===== config.mk =====
export PLATFORM = sky130hd
export DESIGN_NAME = dma_bus_arbiter
export DESIGN_NICKNAME = d
export VERILOG_FILES = /design/src/rtl/dma_bus_arbiter.sv
export SDC_FILE = /design/constraint.sdc
export NUM_CORES = 1
export LEC_CHECK = 0
export CAP_MARGIN = 20
export CORE_UTILIZATION = 40
export DETAILED_ROUTE_END_ITERATION = 10
export PLACE_DENSITY = 0.9
export SYNTH_ARGS = -nofsm -noshare
export SYNTH_HDL_FRONTEND = slang
export SYNTH_SLANG_ARGS = --single-unit

===== constraint.sdc =====
create_clock -name CLK -period 2.2 [get_ports CLK]
set_input_delay 0.66 -clock CLK [delete_from_list [all_inputs] [get_ports CLK]]
set_output_delay 0.66 -clock CLK [all_outputs]
set_load 0.05 [all_outputs]

===== src/rtl/dma_bus_arbiter.sv =====
// CPU/DMA memory-bus arbiter: hands the bus over only at memory-idle boundaries
// and drives one registered memory port from the current owner.
module dma_bus_arbiter #(
  parameter int MEM_LATENCY = 4,
  parameter int WORD_SIZE   = 16
) (
  input  logic                   CLK,
  input  logic                   reset_n,
  input  logic                   BR,
  output logic                   BG,
  input  logic                   dma_write,
  input  logic [15:0]            dma_addr,
  input  logic [1:0]             dma_offset,
  input  logic [4*WORD_SIZE-1:0] dma_data,
  input  logic                   cpu_read,
  input  logic                   cpu_write,
  input  logic [15:0]            cpu_addr,
  input  logic [WORD_SIZE-1:0]   cpu_wdata,
  output logic                   cpu_stall,
  output logic                   cpu_done,
  output logic                   mem_read,
  output logic                   mem_write,
  output logic                   mem_burst,
  output logic [15:0]            mem_addr,
  output logic [4*WORD_SIZE-1:0] mem_wdata,
  output logic                   offset_err
);

  localparam int CW = (MEM_LATENCY > 1) ? $clog2(MEM_LATENCY) : 1;
  localparam logic [CW-1:0] CNT_LOAD = CW'(MEM_LATENCY - 1);

  typedef enum logic [1:0] {CPU_OWN, CPU_ACC, DMA_OWN, DMA_ACC} state_t;

  state_t                   r_state, w_state_next;
  logic [CW-1:0]            r_cnt, w_cnt_next;
  logic                     r_bg, w_bg_next;
  logic                     r_mem_read, w_mem_read_next;
  logic                     r_mem_write, w_mem_write_next;
  logic                     r_mem_burst, w_mem_burst_next;
  logic [15:0]              r_mem_addr, w_mem_addr_next;
  logic [4*WORD_SIZE-1:0]   r_mem_wdata, w_mem_wdata_next;
  logic                     r_offset_err, w_offset_err_next;
  logic                     w_cnt_zero;
  logic                     w_dma_wr;

  assign w_cnt_zero = (r_cnt == '0);
  // A floating WRITE line must never start a burst.
  assign w_dma_wr   = (dma_write === 1'b1);

  always_comb begin
    w_state_next      = r_state;
    w_cnt_next        = r_cnt;
    w_mem_read_next   = r_mem_read;
    w_mem_write_next  = r_mem_write;
    w_mem_burst_next  = r_mem_burst;
    w_mem_addr_next   = r_mem_addr;
    w_mem_wdata_next  = r_mem_wdata;
    w_offset_err_next = 1'b0;
    case (r_state)
      CPU_OWN: begin
        if (BR) begin
          w_state_next = DMA_OWN;
        end else if (cpu_read || cpu_write) begin
          w_state_next     = CPU_ACC;
          w_cnt_next       = CNT_LOAD;
          w_mem_write_next = cpu_write;
          w_mem_read_next  = !cpu_write;
          w_mem_burst_next = 1'b0;
          w_mem_addr_next  = cpu_addr;
          w_mem_wdata_next = (4*WORD_SIZE)'(cpu_wdata);
        end
      end
      CPU_ACC: begin
        if (w_cnt_zero) begin
          w_mem_read_next  = 1'b0;
          w_mem_write_next = 1'b0;
          w_state_next     = BR ? DMA_OWN : CPU_OWN;
        end else begin
          w_cnt_next = r_cnt - 1'b1;
        end
      end
      DMA_OWN: begin
        if (w_dma_wr) begin
          if (dma_offset != 2'd3) begin
            w_state_next     = DMA_ACC;
            w_cnt_next       = CNT_LOAD;
            w_mem_read_next  = 1'b0;
            w_mem_write_next = 1'b1;
            w_mem_burst_next = 1'b1;
            w_mem_addr_next  = dma_addr + {12'd0, dma_offset, 2'b00};
            w_mem_wdata_next = dma_data;
          end else begin
            w_offset_err_next = 1'b1;
          end
        end else if (!BR) begin
          w_state_next = CPU_OWN;
        end
      end
      DMA_ACC: begin
        if (w_cnt_zero) begin
          w_mem_read_next  = 1'b0;
          w_mem_write_next = 1'b0;
          w_mem_burst_next = 1'b0;
          w_state_next     = BR ? DMA_OWN : CPU_OWN;
        end else begin
          w_cnt_next = r_cnt - 1'b1;
        end
      end
      default: w_state_next = CPU_OWN;
    endcase
    // Grant follows the registered owner, so it can only change where strobes end.
    w_bg_next = (w_state_next == DMA_OWN) || (w_state_next == DMA_ACC);
  end

  always_ff @(posedge CLK or negedge reset_n) begin
    if (!reset_n) begin
      r_state      <= CPU_OWN;
      r_cnt        <= '0;
      r_bg         <= 1'b0;
      r_mem_read   <= 1'b0;
      r_mem_write  <= 1'b0;
      r_mem_burst  <= 1'b0;
      r_mem_addr   <= '0;
      r_mem_wdata  <= '0;
      r_offset_err <= 1'b0;
    end else begin
      r_state      <= w_state_next;
      r_cnt        <= w_cnt_next;
      r_bg         <= w_bg_next;
      r_mem_read   <= w_mem_read_next;
      r_mem_write  <= w_mem_write_next;
      r_mem_burst  <= w_mem_burst_next;
      r_mem_addr   <= w_mem_addr_next;
      r_mem_wdata  <= w_mem_wdata_next;
      r_offset_err <= w_offset_err_next;
    end
  end

  assign BG         = r_bg;
  assign mem_read   = r_mem_read;
  assign mem_write  = r_mem_write;
  assign mem_burst  = r_mem_burst;
  assign mem_addr   = r_mem_addr;
  assign mem_wdata  = r_mem_wdata;
  assign offset_err = r_offset_err;

  // Gated by reset_n so every output reads 0 the moment reset asserts.
  assign cpu_done  = reset_n && (r_state == CPU_ACC) && w_cnt_zero;
  assign cpu_stall = reset_n && (((r_state == CPU_ACC) && !w_cnt_zero) ||
                                 (r_state == DMA_OWN) || (r_state == DMA_ACC) ||
                                 ((r_state == CPU_OWN) && BR && (cpu_read || cpu_write)));

endmodule


Word-level counts from Yosys, hierarchy flattened

Cells that the tools add are included.

Flip-flop bits (word level): 89
Output and inout bits: 87
Logic and storage cells: 88
Bits of input ports: 120

Add/subtract/negate cells: 2
Mux-type cells: 41
Eq/ne operators: 14
Reduce and logical (&&, ||, !) cells: 22

Operators with widths:

| operator              | count |
|---|---|
| $mux W64              | 4 |
| $pmux W64 S2          | 1 |
| $mux W16              | 4 |
| $pmux W16 S2          | 1 |
| $mux W2               | 12 |
| $add A16 B4 Y16       | 1 |
| $reduce_and A5 Y1     | 3 |
| $mux W1               | 14 |
| $ne A2 B2 Y1 const B  | 7 |
| $pmux W2 S3           | 2 |
| $pmux W1 S3           | 3 |
| $eq A2 B2 Y1 const B  | 4 |
| $logic_and A1 B1 Y1   | 6 |
| $reduce_and A6 Y1     | 1 |
| $logic_or A1 B1 Y1    | 5 |
| $logic_not A2 Y1      | 2 |
| $reduce_bool A3 Y1    | 1 |
| $eq A2 B1 Y1 const B  | 1 |
| $logic_not A1 Y1      | 2 |
| $ne A2 B1 Y1 const B  | 1 |
| $reduce_bool A2 Y1    | 1 |
| $reduce_or A2 Y1      | 1 |
| $sub A2 B1 Y2 const B | 1 |
| $eqx A1 B1 Y1 const B | 1 |

Depth between registers and ports, before layout

Depth after elaboration: 7
Mapped depth: 8
Depth with buffers taken out: 7

Least setup slack after synthesis

Ideal clock, no wire load.

Path kind: register to output
Start point: register BG (netlist name)
End point: output port cpu_stall
Arrival: 1.706 ns
Path slack: -0.166 ns
Data required time: 1.540 ns
Cell stages (with the launch flop): 4
Buffers on the path: 1
Cells stage by stage: dfrtp_1 clkbuf_1 a211oi_1 nor2b_1

RTL lines:

| element          | RTL line | source |
|---|---|---|
| end: declaration | 19       | `output logic cpu_stall,` |

Final worst setup path

Start point: register r_mem_wdata[21] (netlist: mem_wdata[21])
End point: output port mem_wdata[21]

RTL lines:

| element                  | RTL line | source |
|---|---|---|
| start: declaration       | 41       | `logic [4*WORD_SIZE-1:0] r_mem_wdata, w_mem_wdata_next;` |
| start signal: assignment | 134      | `r_mem_wdata <= w_mem_wdata_next;` |
| end: declaration         | 25       | `output logic [4*WORD_SIZE-1:0] mem_wdata,` |

No word-level cell between the ends.

==> results.sh <==
export IMPL_cp_max_fo=2
export IMPL_drt_total_wl_microns=12200
export IMPL_syn_area_per_cell_sq_um=10.9
export IMPL_hold_viol_final=0
export IMPL_cts_tree="done"
export IMPL_grt_total_usage=0.238
export IMPL_cp_start_kind="flip-flop"
export IMPL_path_buf_inv=1
export IMPL_fin_crit_sh=0.980
export IMPL_wl_per_cell_microns=17.0
export IMPL_synthTopCellsByCount="dfrtp_1 (88), nand2_1 (56), a22o_1 (50), nor2_1 (29), a31oi_1 (20)"
export IMPL_rows=35
export IMPL_r2r_slack_ns=0.50
export IMPL_p_per_area_nw_per_um2=1500
export IMPL_top_level_ports=207
export IMPL_yosysMostFrequentCell="dfrtp_1"
export IMPL_layout_min_cycle_time_ns=2.16
export IMPL_achievable_frequency_ghz=0.464
export IMPL_hpwl_microns=8950
export IMPL_yosysTopAreaCellShare=0.560
export IMPL_synth_distinct_cells=46
export IMPL_status="finished, final reports clean"
export IMPL_clk_latency_ns=0.34
export IMPL_first_pass_iters=4
export IMPL_finalSetupTns_ns=0
export IMPL_relSlewSlack=0.594
export IMPL_p_clk_frac=0.106
export IMPL_syn_nets=484
export IMPL_finalMaxSlewViolations=0
export IMPL_cts_max_level=3
export IMPL_setup_viol=0
export IMPL_intPower_w=0.00492
export IMPL_seqPwrFrac=0.281
export IMPL_drt_first_iter_violations=96
export IMPL_syn2layout_area_growth_pct=68.5
export IMPL_dieArea_sq_um=10200
export IMPL_grt_pass1_vias=3793
export IMPL_rsz0062_at_grt="false"
export IMPL_ys_ff_latch=88
export IMPL_root_buffer="clkbuf_8"
export IMPL_ys_warn_count=0
export IMPL_switching_share=0.505
export IMPL_clk_pin_slew_worst_paths_ns=0.09
export IMPL_grt_max_degree=51
export IMPL_antenna_found_initial=0
export IMPL_yosysSeqAreaShare=0.560
export IMPL_grt_pass1_wl_microns=18800
export IMPL_finClkSkew_ns=0.00861
export IMPL_num_nets_final=707
export IMPL_synth_edff_count=0
export IMPL_synth_area_top_cells="dfrtp_1 (56%), a22o_1 (11%), nand2_1 (5.3%), a31oi_1 (3.2%), nor2_1 (2.8%)"
export IMPL_die_w_microns=101
export IMPL_syn_area_sq_um=3940
export IMPL_cpPeakStageDelay_ns=0.81
export IMPL_cp_cell_sequence="clkdlybuf4s50_1"
export IMPL_cp_slowest_cell="clkdlybuf4s50_1"
export IMPL_hp_class="in -> async"
export IMPL_arrival_ns=1.50
export IMPL_grt_ovfl_total=0
export IMPL_drive_gt1_frac=0.150
export IMPL_remaining_drc_errors=0
export IMPL_cts_hold_repair_buffers=0
export IMPL_synth_top_area_cell="dfrtp_1"
export IMPL_p_leak_nw=3.45
export IMPL_gp_congestion=0.848
export IMPL_ir_drop_mv=0.674
export IMPL_cts_buffers=9
export IMPL_maxCapViolations=0
export IMPL_antenna_cells=0
export IMPL_synth_cells=360
export IMPL_cts_sinks=88
export IMPL_antenna_left=0
export IMPL_post_route_util=0.707
export IMPL_core_area_sq_um=9370
export IMPL_cp_top_family="buffers and inverters"
export IMPL_vias=3732
export IMPL_critical_path_class="reg -> out"
export IMPL_pwr_share_comb=0.614
export IMPL_clk_path_buf_depth=2
export IMPL_start_util=0.420
export IMPL_end_kind="output pin"
export IMPL_critPathRequiredTime_ns=1.54
export IMPL_synth_ff_type="dfrtp_1"
export IMPL_die_h_microns=101
export IMPL_port_buffers=206
export IMPL_p_switching_w=0.00502
export IMPL_viasPerCell=5.21
export IMPL_worstMarginPinSlew_ns=0.610
export IMPL_async_reset_ff_frac=1.00
==> path summary, 6_finish.rpt <==
path / startpoint / to / cells past startpoint
worst max-delay path: mem_wdata[21] / mem_wdata[21] / 1
worst min-delay path: reset_n / mem_wdata[11] / 2
worst max register to register: r_state[0] / mem_wdata[9] / 6
worst min register to register: mem_addr[3] / mem_addr[3] / 2
max in group asynchronous: reset_n / BG / 2
min in group CLK: mem_addr[3] / mem_addr[3] / 2
==> state kept, by name, summed over array words and instances, names as in the netlist <==
signal      flops
mem_addr       16
mem_write       1
mem_wdata      64
offset_err      1
BG              1
mem_read        1
r_cnt           2
r_state         1
mem_burst       1
==> power groups by stage <==
| stage | Sequential (W) | Clock, W | Combinational, W |
|---|---|---|---|
| finish | 0.00279 | 0.00105 | 0.00610 |
| global route | 0.00287 | 0.00116 | 0.00643 |
| CTS | 0.00280 | 0.00109 | 0.00610 |
| detailed placement | 0.00283 | 0 | 0.00623 |
| global placement | 0.00278 | 0 | 0.00611 |
| floorplan | 0.00515 | 0 | 0.00157 |
==> through the flow <==
step           total power, W  cell area (sq um)  worst slack (ns)  std cells  hold slack, ns
2_1_floorplan         0.00673               3940            0.0427        360           0.364
3_3_place_gp          0.00889               6310            -0.491        697           0.452
3_5_place_dp          0.00906               6310            -0.577        697           0.477
4_1_cts               0.00999               6490          -0.00254        714           0.392
5_1_grt                0.0104               6630           0.00261        717           0.423
6_report              0.00994               6630            0.0435        717           0.392
==> logic make-up after synthesis <==
group / count (synthesis) / share of synthesized area
compound gates: 112 / 0.227
fa+ha+maj: 4 / 0.0146
flops: 88 / 0.560
simple gates: 116 / 0.144
buf+inv: 36 / 0.0455
xor+xnor: 4 / 0.00890
==> routing by layer <==
layer,share of wire,global-route usage
met1,0.40,0.282
met2,0.50,0.415
met3,0.085,0.0697
met4,0.014,0.0825
met5,0,0
==> repair_timing <==
| item | in CTS | in global routing |
|---|---|---|
| pin swaps | 5 | 5 |
| gates resized for setup | 45 | 50 |
| setup buffers | 1 | 3 |
| setup endpoints to repair | 35 | 50 |
==> cells in the final DEF, fill, tap and decap left out, drive strengths merged, types with 3 or more instances in the layout <==
| cell type | count |
|---|---|
| nor2 | 29 |
| clkdlybuf4s50 | 115 |
| or3 | 3 |
| nor2b | 3 |
| a22o | 50 |
| dfrtp | 88 |
| o31ai | 4 |
| o21ai | 10 |
| a31oi | 20 |
| xnor2 | 4 |
| nand3 | 3 |
| a311oi | 3 |
| a21o | 4 |
| nor3 | 6 |
| dlymetal6s2s | 42 |
| buf | 45 |
| dlygate4sd2 | 34 |
| clkbuf | 12 |
| nand2 | 56 |
| a21oi | 6 |
| nand2b | 4 |
| inv | 12 |
| ha | 3 |
| nor4 | 5 |
==> area by class of cell <==
type | count | area (sq um)
Clock inverter | 6 | 50.0
Fill cell | 708 | 2740
Multi-Input combinational cell | 236 | 1610
Tap cell | 129 | 161
Timing Repair Buffer | 238 | 2430
Sequential cell | 88 | 2200
Clock buffer | 10 | 138
Inverter | 10 | 37.5
Power figures use the tool's default switching activity.
